===== src/rtl/sound_effect_arbiter.sv =====
// -----------------------------------------------------------------------------
// sound_effect_arbiter
//
// Fixed-priority scheduler that shares one sample ROM and one codec path
// among N_REQ sound requesters (index 0 = highest priority). Request pulses
// are latched into `pending`. The winning sound's address range is walked
// one word per codec sample tick, and a mono 16-bit sample stream is
// presented to the codec driver.
//
// Ports
//   Clk           system clock, rising edge
//   Reset_n       asynchronous active-low reset
//   req           request pulses, OR-ed into pending every cycle
//   stop          synchronous abort of the playing sound and all pending ones
//   base_addrs    start address of sound i in [i*ADDR_W +: ADDR_W]
//   lengths       sample count of sound i, same slicing
//   sample_tick   one-cycle pulse per codec sample
//   sound_data    ROM read data, valid one cycle after sound_address changes
//   sound_address ROM read address
//   sample_out    sample presented to the codec (left = right)
//   busy          high while a sound is playing
//   cur_id        index of the sound being played
//   pending       latched requests not yet granted
//   done          one-cycle pulse when sound i finishes naturally
//   fsm_state     debug view of the controller state (0 = IDLE, 1 = PLAY)
// -----------------------------------------------------------------------------
module sound_effect_arbiter #(
  parameter int N_REQ  = 4,
  parameter int ADDR_W = 18,
  localparam int ID_W  = (N_REQ > 1) ? $clog2(N_REQ) : 1
) (
  input  logic                    Clk,
  input  logic                    Reset_n,
  input  logic [N_REQ-1:0]        req,
  input  logic                    stop,
  input  logic [N_REQ*ADDR_W-1:0] base_addrs,
  input  logic [N_REQ*ADDR_W-1:0] lengths,
  input  logic                    sample_tick,
  input  logic [15:0]             sound_data,
  output logic [ADDR_W-1:0]       sound_address,
  output logic [15:0]             sample_out,
  output logic                    busy,
  output logic [ID_W-1:0]         cur_id,
  output logic [N_REQ-1:0]        pending,
  output logic [N_REQ-1:0]        done,
  output logic                    fsm_state
);

  typedef enum logic {
    IDLE = 1'b0,
    PLAY = 1'b1
  } state_t;

  state_t            state_q, state_d;
  logic [ADDR_W-1:0] addr_q, addr_d;
  logic [ADDR_W-1:0] rem_q, rem_d;
  logic [15:0]       sample_q, sample_d;
  logic [ID_W-1:0]   id_q, id_d;
  logic [N_REQ-1:0]  pending_q, pending_d;
  logic [N_REQ-1:0]  done_q, done_d;

  logic [N_REQ-1:0]  eligible;
  logic              grant_vld;
  logic [ID_W-1:0]   grant_id;
  logic [ADDR_W-1:0] grant_base;
  logic [ADDR_W-1:0] grant_len;

  // In IDLE every pending request may win. While playing, only requests of
  // equal or higher priority than the current sound may cut in; the same
  // index retriggers the sound from its start.
  always_comb begin
    eligible = '0;
    for (int j = 0; j < N_REQ; j++) begin
      if ((state_q == IDLE) || (ID_W'(j) <= id_q)) begin
        eligible[j] = pending_q[j];
      end
    end
  end

  // Lowest eligible index wins. The loop scans downward, so the last hit
  // is the lowest index.
  always_comb begin
    grant_vld  = 1'b0;
    grant_id   = '0;
    grant_base = '0;
    grant_len  = '0;
    for (int j = N_REQ - 1; j >= 0; j--) begin
      if (eligible[j]) begin
        grant_vld  = 1'b1;
        grant_id   = ID_W'(j);
        grant_base = base_addrs[j*ADDR_W +: ADDR_W];
        grant_len  = lengths[j*ADDR_W +: ADDR_W];
      end
    end
  end

  // Next-state and datapath logic.
  always_comb begin
    state_d   = state_q;
    addr_d    = addr_q;
    rem_d     = rem_q;
    id_d      = id_q;
    sample_d  = sample_q;
    done_d    = '0;
    pending_d = pending_q | req;

    if (stop) begin
      // Abort everything. The codec goes silent right away when a sound was
      // cut off; in IDLE a tick silences it as usual.
      pending_d = '0;
      state_d   = IDLE;
      if ((state_q == PLAY) || sample_tick) begin
        sample_d = '0;
      end
    end else begin
      if (sample_tick) begin
        if (state_q == PLAY) begin
          sample_d = sound_data;
          addr_d   = addr_q + ADDR_W'(1);
          rem_d    = rem_q - ADDR_W'(1);
          if (rem_q == ADDR_W'(1)) begin
            state_d        = IDLE;
            done_d[id_q]   = 1'b1;
          end
        end else begin
          sample_d = '0;
        end
      end

      // A grant overrides the tick's address/length bookkeeping and any
      // completion of the preempted sound (which is dropped silently). The
      // sample already latched from the old sound this cycle is kept.
      if (grant_vld) begin
        pending_d[grant_id] = 1'b0;
        done_d              = '0;
        if (grant_len == '0) begin
          // Nothing to play: report completion at once and leave the path
          // free for the next request.
          done_d[grant_id] = 1'b1;
          state_d          = IDLE;
        end else begin
          id_d    = grant_id;
          addr_d  = grant_base;
          rem_d   = grant_len;
          state_d = PLAY;
        end
      end
    end
  end

  // State register.
  always_ff @(posedge Clk or negedge Reset_n) begin
    if (!Reset_n) begin
      state_q <= IDLE;
    end else begin
      state_q <= state_d;
    end
  end

  // Datapath registers.
  always_ff @(posedge Clk or negedge Reset_n) begin
    if (!Reset_n) begin
      addr_q    <= '0;
      rem_q     <= '0;
      id_q      <= '0;
      sample_q  <= '0;
      pending_q <= '0;
      done_q    <= '0;
    end else begin
      addr_q    <= addr_d;
      rem_q     <= rem_d;
      id_q      <= id_d;
      sample_q  <= sample_d;
      pending_q <= pending_d;
      done_q    <= done_d;
    end
  end

  assign sound_address = addr_q;
  assign sample_out    = sample_q;
  assign busy          = (state_q == PLAY);
  assign cur_id        = id_q;
  assign pending       = pending_q;
  assign done          = done_q;
  assign fsm_state     = state_q;

endmodule


===== config.mk =====
export PLATFORM = sky130hd
export DESIGN_NAME = sound_effect_arbiter
export DESIGN_NICKNAME = d
export VERILOG_FILES = /design/src/rtl/sound_effect_arbiter.sv
export SDC_FILE = /design/constraint.sdc
export NUM_CORES = 1
export LEC_CHECK = 0
export BUFFER_PORTS_ARGS = -buffer_cell sky130_fd_sc_hd__clkbuf_2
export CAP_MARGIN = 0
export CORE_ASPECT_RATIO = 1.1
export CORE_UTILIZATION = 49
export CTS_CLUSTER_SIZE = 25
export DETAILED_ROUTE_END_ITERATION = 8
export GPL_TIMING_DRIVEN = 0
export PLACE_DENSITY_LB_ADDON = 0.15
export SETUP_SLACK_MARGIN = 0.15
export SLEW_MARGIN = 30
export SYNTH_ARGS = -nofsm -noshare
export SYNTH_HDL_FRONTEND = slang
export SYNTH_SLANG_ARGS = --single-unit
export TNS_END_PERCENT = 1

===== constraint.sdc =====
create_clock -name Clk -period 3.2 [get_ports Clk]
set_clock_uncertainty 0.1 [all_clocks]
set_input_delay 0.64 -clock Clk [delete_from_list [all_inputs] [get_ports Clk]]
set_output_delay 0.64 -clock Clk [all_outputs]
set_load 0.01 [all_outputs]

==> results.json, run 1 <==
{
  "synth_area_mm2": 0.00516,
  "endpoint": "cur_id[0]$_DFFE_PN0P_",
  "first_iter_violations": 695,
  "grt_first_pass_wirelength_um": 29800,
  "path_depth": 12,
  "hold_buffers": 0,
  "netlist-cell-type-count": 68,
  "fin_setup_tns_ns": 0,
  "synth_seq_cells": 63,
  "peakVddDrop_mv": 0.188,
  "fmax_mhz": 321,
  "area_growth_pct": 29.6,
  "path_buf_inv": 5,
  "worstRegToRegCells": 12,
  "grt_max_degree": 47,
  "crit_family": "buffers and inverters",
  "vias": 6401,
  "antenna_cells": 0,
  "crit_type": "reg -> reg",
  "worstMarginPinSlew_ns": 0.740,
  "critical_path.startpoint": "cur_id[0]$_DFFE_PN0P_",
  "postRouteAntennaNets": 0,
  "avgRoutedWirePerCell_um": 19.3,
  "synth_seq_area_share": 0.305,
  "die_h_um": 110,
  "numCtsBuffers": 9,
  "maxCapViolCount": 0,
  "drv_slew": 0,
  "finalWorstSetupSlack_ns": 0.0861,
  "crit-reg2reg-launch": "cur_id[0]$_DFFE_PN0P_",
  "stdcell_count": 1004,
  "fin_crit_sh": 0.973,
  "post-place-ws_ns": 0.0411,
  "hpwlAfterDp_um": 14900,
  "crit_chain": "buf_4, or3b_1, buf_4, nand3b_4, buf_6, o221a_1, nor4_4, buf_4, and2_1, buf_4, a21oi_1, mux2_2",
  "slew_headroom": 0.501,
  "synth-warning-count": 0,
  "hold_class": "in -> async",
  "fin_total_pwr_mw": 2.74,
  "grt.overflow.total": 0,
  "crit_required_ns": 3.33,
  "placed_area_mm2": 0.00643,
  "avgSynthCellArea_um2": 8.15,
  "cts-root-buf": "clkbuf_8",
  "rows": 38,
  "syn-num-nets": 804,
  "port_buffers": 213,
  "setup_viol": 0,
  "grt_use_total": 0.353,
  "drt-total-wl_um": 19400,
  "grt_pass1_vias": 5851,
  "clock_latency_ns": 0.36,
  "ff_latch_area_mm2": 0.00158,
  "p_per_area_mw_per_mm2": 409,
  "cp_max_fo": 10,
  "rsz0062_at_grt": "true",
  "period_minus_slack_ns": 3.11,
  "clock_path_buffers": 2,
  "synthFlopType": "dfrtp_1",
  "finish.instance_area_mm2": 0.00669,
  "end_kind": "register",
  "slowest_delay_ns": 0.39,
  "hold_ws_ns": 0.0836,
  "rrSetupSlack_ns": 0.09,
  "clock-sinks": 63,
  "cp_common_cell": "buf_4",
  "crit_path_top_delay_cell": "dfrtp_1",
  "report.final.hold_viol_count": 0,
  "h-tree-depth": 3,
  "initial_core_util": 0.514,
  "status": "finished, final reports clean",
  "dr.pass1.iters": 7,
  "worstPathArrival_ns": 3.25,
  "multiInputGateArea_mm2": 0.00317,
  "final_util": 0.667,
  "rr_endpoint": "cur_id[0]$_DFFE_PN0P_",
  "vias_per_cell": 6.38,
  "place_congestion": 0.951,
  "antenna_found_initial": 0,
  "dieArea_mm2": 0.0109,
  "crit_path_start_kind": "register",
  "drcViolationCount": 0,
  "cts_tree": "yes",
  "pin_count": 214,
  "drive_gt1_frac": 0.346,
  "synthCells": 633,
  "clkTransAtPathRegs_ns": 0.08,
  "synthArstFlopShare": 1.00,
  "fillerInstances": 944,
  "synth_edf_count": 0,
  "place_inst": 987,
  "nets": 1031,
  "core_area_mm2": 0.0100,
  "die_x_um": 99.9,
  "leakagePower_nw": 2.91
}
-- cell families (layout without fill, tap and decap cells) --
kind of cell / after synthesis / after routing / share of synthesized area
compound gates: 230 / 230 / 0.328
mux: 4 / 4 / 0.00824
buf+inv: 87 / 318 / 0.0839
fa+ha+maj: 3 / 3 / 0.00727
flops: 63 / 63 / 0.305
simple gates: 246 / 246 / 0.267
-- per-layer routing --
layer | track usage | share of wire | vias up
met4 | 0.155 | 0.030 | 0
met3 | 0.0807 | 0.099 | 50
met5 | 0 | 0 | -
met1 | 0.446 | 0.39 | 3042
met2 | 0.578 | 0.48 | 409
li1 | - | - | 2900
-- synth_stat cells, types with 6 or more instances --
| master | instances | area, µm² |
|---|---|---|
| dfrtp_1 | 63 | 1580 |
| nor2_1 | 50 | 188 |
| a21oi_1 | 49 | 245 |
| nand2_1 | 46 | 173 |
| o21ai_0 | 40 | 200 |
| clkbuf_1 | 33 | 124 |
| inv_1 | 21 | 78.8 |
| nand2b_1 | 21 | 131 |
| nor3_1 | 21 | 105 |
| a221oi_1 | 19 | 166 |
| a31oi_1 | 19 | 119 |
| nor3b_1 | 17 | 128 |
| o221a_2 | 17 | 191 |
| nor2b_1 | 16 | 100 |
| nand3_1 | 14 | 70.1 |
| o311ai_0 | 13 | 114 |
| nor4_1 | 12 | 75.1 |
| buf_4 | 11 | 82.6 |
| nand4_1 | 10 | 62.6 |
| a211oi_1 | 9 | 67.6 |
| buf_2 | 9 | 45.0 |
| o22ai_1 | 9 | 56.3 |
| or4_1 | 9 | 67.6 |
| o211ai_1 | 8 | 60.1 |
| buf_6 | 7 | 78.8 |
| o31a_1 | 6 | 52.6 |
-- worst min-delay path by stage --
| stage | slack [ns] | startpoint | end |
|---|---|---|---|
| final | 0.08 | Reset_n | rem_q[4]$_DFFE_PN0N_ |
| after global routing | 0.09 | Reset_n | sample_out[7]$_DFFE_PN0P_ |
| after CTS | 0.09 | Reset_n | sample_out[7]$_DFFE_PN0P_ |
| after detailed placement | 0.39 | sample_out[11]$_DFFE_PN0P_ | sample_out[11]$_DFFE_PN0P_ |
| after global placement | 0.38 | sample_out[3]$_DFFE_PN0P_ | sample_out[3]$_DFFE_PN0P_ |
| after floorplan | 0.24 | Reset_n | busy$_DFFE_PN0P_ |
-- placed cells by master, fill, tap and decap left out, drive strengths merged, types with 6 or more instances in the layout --
cell type,count
o221a,21
inv,21
nor2,50
buf,34
clkbuf,260
o311ai,13
dfrtp,63
o31a,7
nor3b,17
o21ai,40
a211oi,10
and2,6
a221oi,21
nand4,11
nor3,21
nor4,16
nor2b,16
o22ai,9
a21oi,50
or4,9
o211ai,8
nand3,14
nand2,48
nand2b,21
a31oi,19
-- state kept, by name (all words and copies together) (netlist names) --
register	flops
busy	1
cur_id	2
done	4
pending	4
rem_q	18
sample_out	16
sound_address	18
-- power breakdown --
group	total (mW)	internal (mW)	switching, mW
clock	0.722	0.397	0.324
sequential	1.02	0.896	0.123
combinational	0.997	0.428	0.569
-- cell type report --
type / instances / share of cell area
multi-input combinational: 483 / 0.474
inverter: 21 / 0.0118
timing repair buffer: 216 / 0.166
clock buffer: 12 / 0.0232
tap: 140 / 0.0262
clock inverter: 3 / 0.00636
buffer: 66 / 0.0561
sequential: 63 / 0.236
-- timing repair --
item                       CTS  global route
setup buffers                1             1
gates resized for setup      4             9
pin swaps                    1             2
setup endpoints to repair   29            43
cloned                       0             0
-- worst register-to-register path, stage by stage, from the launching register on --
cell and delay [ns]:
dfrtp_1 0.39, buf_4 0.18, or3b_1 0.35, buf_4 0.17, nand3b_4 0.12, buf_6 0.15
o221a_1 0.31, nor4_4 0.05, buf_4 0.15, and2_1 0.14, buf_4 0.15, a21oi_1 0.35
mux2_2 0.39
Power figures use the tool's default switching activity.
==> inputs of run 2 (changes only) <==
--- a/config.mk
+++ b/config.mk
@@ -5,11 +5,12 @@
 export SDC_FILE = /design/constraint.sdc
 export NUM_CORES = 1
 export LEC_CHECK = 0
+export ABC_AREA = 1
 export BUFFER_PORTS_ARGS = -buffer_cell sky130_fd_sc_hd__clkbuf_2
 export CAP_MARGIN = 0
 export CORE_ASPECT_RATIO = 1.1
-export CORE_UTILIZATION = 49
-export CTS_CLUSTER_SIZE = 25
+export CORE_UTILIZATION = 50
+export CTS_BUF_LIST = sky130_fd_sc_hd__clkbuf_2
 export DETAILED_ROUTE_END_ITERATION = 8
 export GPL_TIMING_DRIVEN = 0
 export PLACE_DENSITY_LB_ADDON = 0.15
==> run 2 against run 1 <==
Compared with the run above:
- setup slack gained 0.39 ns
- synthesized cell count grew 30%
- clock power shrank 24%
- register-to-register slack gained 0.39 ns
- synthesized area shrank 0.34%
- global-route usage shrank 1.7 points
- first-iteration DRC count shrank 41%
- largest cell class unchanged
==> results.json, run 2 <==
{
  "drcViolationCount": 0,
  "swShare": 0.430,
  "report.final.hold_viol_count": 0,
  "place_congestion": 0.935,
  "grt_use_total": 0.336,
  "vias": 6350,
  "synth_top_area_share": 0.306,
  "worstPathArrival_ns": 3.06,
  "synthFlopType": "dfrtp_1",
  "endpoint": "sound_address[5]$_DFFE_PN0N_",
  "drt-total-wl_um": 17600,
  "fin_crit_sh": 0.851,
  "crit_type": "reg -> reg",
  "internal_power_mw": 1.48,
  "crit_path_top_delay_cell": "dfrtp_1",
  "critical_path.startpoint": "busy$_DFFE_PN0P_",
  "cts_resized": 0,
  "dieArea_mm2": 0.0107,
  "grt_max_degree": 47,
  "nets": 1216,
  "pwr-share-comb": 0.396,
  "end_kind": "register",
  "synth_seq_area_share": 0.306,
  "peakVddDrop_mv": 0.204,
  "fin_total_pwr_mw": 2.60,
  "antenna_found_initial": 0,
  "layout_commonest_cell": "nand2_1",
  "leakagePower_nw": 3.72,
  "grt_pass1_vias": 5841,
  "yosysMostFrequentCell": "nand2_1",
  "fin_setup_tns_ns": 0,
  "crit-reg2reg-launch": "busy$_DFFE_PN0P_",
  "cp_max_fo": 10,
  "syn-num-nets": 991,
  "antenna_cells": 0,
  "clkTransAtPathRegs_ns": 0.23,
  "cts-root-buf": "clkbuf_2",
  "postRouteAntennaNets": 0,
  "yosys-top-cells-count": "296 x nand2_1, 146 x nand3_1, 70 x inv_1",
  "rr_endpoint": "sound_address[5]$_DFFE_PN0N_",
  "crit_required_ns": 3.54,
  "initial_core_util": 0.518,
  "rsz0062_at_grt": "false",
  "synth_area_mm2": 0.00514,
  "post-place-ws_ns": 0.540,
  "dr.pass1.iters": 5,
  "cts_setup_buffers": 0,
  "crit_chain": "buf_4, a21oi_4, nor2_4, nand2_1, nand3_1, a21boi_1, nand2_1, nor2_2, buf_1, nand3_1, nand3_1, nand2_1",
  "synth_area_leaders": "dfrtp_1 31%, nand2_1 22%, nand3_1 14%",
  "post-synth-top-area-cell": "dfrtp_1",
  "maxCapViolCount": 0,
  "period_minus_slack_ns": 2.72,
  "slew_headroom": 0.605,
  "h-tree-depth": 3,
  "rrSetupSlack_ns": 0.48,
  "grt_first_pass_wirelength_um": 28100,
  "setup_viol": 0,
  "hpwlAfterDp_um": 13600,
  "first_iter_violations": 407,
  "hold_buffers": 1,
  "p_clk_frac": 0.211,
  "drive_gt1_frac": 0.252,
  "port_buffers": 212,
  "clock_latency_ns": 0.56,
  "layout_common_cells": "296 x nand2_1, 220 x clkbuf_2, 146 x nand3_1",
  "die_x_um": 98.7,
  "fmax_mhz": 367,
  "clock-sinks": 63,
  "numCtsBuffers": 9,
  "avgRoutedWirePerCell_um": 15.0,
  "rows": 38,
  "status": "finished, final reports clean",
  "synthCells": 820,
  "slowest_delay_ns": 0.45,
  "p_switching_mw": 1.12,
  "worstRegToRegCells": 12,
  "crit_path_start_kind": "register",
  "drv_slew": 0,
  "synth-warning-count": 0,
  "netlist-cell-type-count": 33,
  "seqPwrFrac": 0.394,
  "hold_class": "in -> reg",
  "cts_tree": "yes",
  "area_growth_pct": 26.8,
  "avgSynthCellArea_um2": 6.27,
  "grt.overflow.total": 0,
  "clock_path_buffers": 2,
  "die_h_um": 108,
  "finalWorstSetupSlack_ns": 0.477,
  "synthArstFlopShare": 1.00,
  "vias_per_cell": 5.43,
  "worstMarginPinSlew_ns": 0.593,
  "core_area_mm2": 0.00994,
  "synth_seq_cells": 63,
  "p_per_area_mw_per_mm2": 398,
  "pin_count": 214,
  "synth_edf_count": 0
}
run 2: cell types whose count changed after synthesis, moves of 17 or more:
cell / change
nand3_1: +132
a21oi_1: -25
a221oi_1: -19
nor3b_1: -17
o221a_2: -17
xor2_1: +20
o21ai_0: -30
nand2_1: +250
a31oi_1: -19
inv_1: +49
o221ai_1: +18
nand2b_1: -21
run 2: logic make-up after synthesis:
kind of cell | synth area share
xor gates and xnor gates | 0.0460
and+or+nand+nor | 0.455
buffers and inverters | 0.106
adders and majority gates | 0.00730
AOI/OAI and AO/OA | 0.0781
muxes | 0.00195
DFF | 0.306
run 2: power by group through the flow:
stage,logic (mW),registers (mW),clock network [mW]
2_1_floorplan,0.627,1.03,0
3_3_place_gp,1.00,1.03,0
3_5_place_dp,1.01,1.03,0
4_1_cts,1.02,1.02,0.546
5_1_grt,1.16,1.04,0.575
6_report,1.03,1.02,0.547
run 2: through the flow:
stage	utilization	instance area, µm²	cells	hold WS [ns]
2_1_floorplan	-	5140	820	0.244
3_3_place_gp	0.640	6350	1152	0.396
3_5_place_dp	0.643	6380	1153	0.399
4_1_cts	0.656	6520	1170	0.135
5_1_grt	0.656	6520	1170	0.151
6_report	0.656	6520	1170	0.159
run 2: layout make-up:
type	count	area, µm²
fill	979	3420
multi-input combinational	632	3020
sequential	63	1580
timing repair buffer	214	1100
inverter	75	282
buffer	50	262
tap	120	150
clock inverter	7	80.1
clock buffer	9	45.0
run 2: how the worst min path moves through the flow:
| stage | from | endpoint | depth (start not counted) |
|---|---|---|---|
| floorplan | Reset_n | busy$_DFFE_PN0P_ | 0 |
| global placement | sample_out[1]$_DFFE_PN0P_ | sample_out[1]$_DFFE_PN0P_ | 2 |
| detailed placement | sample_out[7]$_DFFE_PN0P_ | sample_out[7]$_DFFE_PN0P_ | 2 |
| CTS | req[0] | pending[0]$_DFF_PN0_ | 3 |
| global route | req[0] | pending[0]$_DFF_PN0_ | 3 |
| finish | req[0] | pending[0]$_DFF_PN0_ | 3 |
run 2: per-layer routing:
metal / wire length [µm] / global-route usage / vias up
met5: 0 / 0 / -
met4: 464 / 0.116 / 0
met3: 1440 / 0.0608 / 41
met2: 8530 / 0.591 / 296
met1: 7170 / 0.416 / 2899
li1: - / - / 3114
run 2: critical path, delay by kind of cell (launching register included):
kind                   cells  cell delay, ns
AOI/OAI and AO/OA          2            0.58
and+or+nand+nor            8            0.89
buffers and inverters      2            0.62
DFF                        1            0.45
==> inputs of run 3 (changes only) <==
--- a/config.mk
+++ b/config.mk
@@ -6,6 +6,7 @@
 export NUM_CORES = 1
 export LEC_CHECK = 0
 export ABC_AREA = 1
+export ABC_CLOCK_PERIOD_IN_PS = 3200
 export BUFFER_PORTS_ARGS = -buffer_cell sky130_fd_sc_hd__clkbuf_2
 export CAP_MARGIN = 0
 export CORE_ASPECT_RATIO = 1.1
@@ -13,6 +14,7 @@
 export CTS_BUF_LIST = sky130_fd_sc_hd__clkbuf_2
 export DETAILED_ROUTE_END_ITERATION = 8
 export GPL_TIMING_DRIVEN = 0
+export MAX_ROUTING_LAYER = met4
 export PLACE_DENSITY_LB_ADDON = 0.15
 export SETUP_SLACK_MARGIN = 0.15
 export SLEW_MARGIN = 30
==> run 3 against run 2 <==
Compared with the run above:
- first-iteration DRC count is 4.7% higher
- highest routed layer unchanged
- count of clock-buffer cells in the layout is the same
- global-route usage is 1.8 points higher
- sequential power barely moved
- sequential share of layout area down 0.056 points
==> results.json, run 3 (synthesis gave the netlist of run 2 again) <==
{
  "vias_per_cell": 5.41,
  "grt_max_degree": 43,
  "layout_common_cells": "296 x nand2_1, 220 x clkbuf_2, 146 x nand3_1",
  "p_clk_frac": 0.232,
  "antenna_cells": 0,
  "postRouteAntennaNets": 0,
  "rows": 38,
  "port_buffers": 212,
  "report.final.hold_viol_count": 0,
  "fmax_mhz": 362,
  "stdcell_count": 1170,
  "crit_type": "reg -> reg",
  "worstMarginPinSlew_ns": 0.602,
  "layout_commonest_cell": "nand2_1",
  "leakagePower_nw": 3.73,
  "hold_class": "in -> reg",
  "core_area_mm2": 0.00994,
  "rsz0062_at_grt": "false",
  "hpwlAfterDp_um": 13800,
  "p_switching_mw": 1.11,
  "internal_power_mw": 1.56,
  "avgRoutedWirePerCell_um": 15.1,
  "clock-sinks": 63,
  "clock_latency_ns": 0.53,
  "antenna_found_initial": 0,
  "setup_viol": 0,
  "swShare": 0.416,
  "maxCapViolCount": 0,
  "pwr-share-comb": 0.385,
  "place_inst": 1153,
  "p_per_area_mw_per_mm2": 408,
  "place_congestion": 0.957,
  "fin_crit_sh": 0.862,
  "grt_use_total": 0.354,
  "finish.instance_area_mm2": 0.00654,
  "worstPathArrival_ns": 3.07,
  "placed_area_mm2": 0.00638,
  "end_kind": "register",
  "clock_path_buffers": 2,
  "drv_slew": 0,
  "clkTransAtPathRegs_ns": 0.23,
  "slew_headroom": 0.599,
  "cts_tree": "yes",
  "h-tree-depth": 3,
  "grt.overflow.total": 0,
  "die_x_um": 98.7,
  "drt-total-wl_um": 17700,
  "fin_setup_tns_ns": 0,
  "numCtsBuffers": 9,
  "grt_pass1_vias": 6017,
  "grt_first_pass_wirelength_um": 28700,
  "peakVddDrop_mv": 0.197,
  "cts-root-buf": "clkbuf_2",
  "die_h_um": 108,
  "area_growth_pct": 27.0,
  "vias": 6329,
  "dr.pass1.iters": 5,
  "fillerInstances": 971,
  "crit_required_ns": 3.51,
  "nets": 1216,
  "crit_path_start_kind": "register",
  "dieArea_mm2": 0.0107,
  "cp_max_fo": 10,
  "pin_count": 214,
  "initial_core_util": 0.518,
  "status": "finished, final reports clean",
  "seqPwrFrac": 0.383,
  "drcViolationCount": 0,
  "period_minus_slack_ns": 2.76,
  "first_iter_violations": 426,
  "drive_gt1_frac": 0.252
}
## run 3: cell count changes in the layout (fill, tap and decap cells not counted), sizes merged
cell	delta
clkinvlp	-1
bufinv	+1
inv	+1
clkinv	-1
## run 3: final timing paths
check                                           from                            to  slack (ns)  cells after the start
hold / removal                                req[0]          pending[0]$_DFF_PN0_        0.19                      3
setup reg to reg                    busy$_DFFE_PN0P_  sound_address[5]$_DFFE_PN0N_        0.44                     12
setup / recovery                    busy$_DFFE_PN0P_  sound_address[5]$_DFFE_PN0N_        0.44                     12
hold reg to reg            sample_out[1]$_DFFE_PN0P_     sample_out[1]$_DFFE_PN0P_        0.45                      2
max in group asynchronous                    Reset_n  sound_address[9]$_DFFE_PN0N_        1.99                      3
min in group asynchronous                    Reset_n         rem_q[12]$_DFFE_PN0N_        0.43                      2
## run 3: layout make-up
type / instances / area, µm² / area share
Tap cell: 120 / 150 / 0.0230
Timing Repair Buffer: 214 / 1090 / 0.167
Clock buffer: 9 / 45.0 / 0.00689
Inverter: 75 / 282 / 0.0431
Sequential cell: 63 / 1580 / 0.241
Multi-Input combinational cell: 632 / 3020 / 0.463
Clock inverter: 7 / 103 / 0.0157
Buffer: 50 / 262 / 0.0400
## run 3: power by group through the flow
stage	clock [mW]	combinational [mW]	sequential [mW]
floorplan	0	0.627	1.03
global placement	0	1.00	1.03
detailed placement	0	1.01	1.03
CTS	0.625	1.02	1.02
global route	0.661	1.16	1.04
finish	0.619	1.03	1.02
## run 3: critical path: stages, from the launching register on
cell	delay [ns]
dfrtp_1	0.45
buf_4	0.20
a21oi_4	0.35
nor2_4	0.14
nand2_1	0.08
nand3_1	0.07
a21boi_2	0.21
nand2_1	0.09
nor2_2	0.19
buf_1	0.43
nand3_1	0.14
nand3_1	0.12
nand2_1	0.07
## run 3: repair_timing
action	in CTS	in global routing
hold buffers	1	0
setup buffers	0	0
gates resized for setup	0	0
hold endpoints to repair	21	0
## run 3: through the flow
step            util  hold WS [ns]  setup slack [ns]  total power, mW
2_1_floorplan      -         0.244              1.03             1.66
3_3_place_gp   0.640         0.395             0.513             2.03
3_5_place_dp   0.642         0.394             0.519             2.05
4_1_cts        0.658         0.162             0.487             2.66
5_1_grt        0.658         0.136             0.245             2.86
6_report       0.658         0.186             0.441             2.67
## run 3: routing by layer
| metal | GRT usage | up-vias | routed length [µm] |
|---|---|---|---|
| li1 | - | 3122 | - |
| met1 | 0.432 | 2856 | 7320 |
| met2 | 0.595 | 309 | 8460 |
| met3 | 0.0569 | 42 | 1360 |
| met4 | 0.133 | 0 | 535 |
| met5 | - | - | 0 |
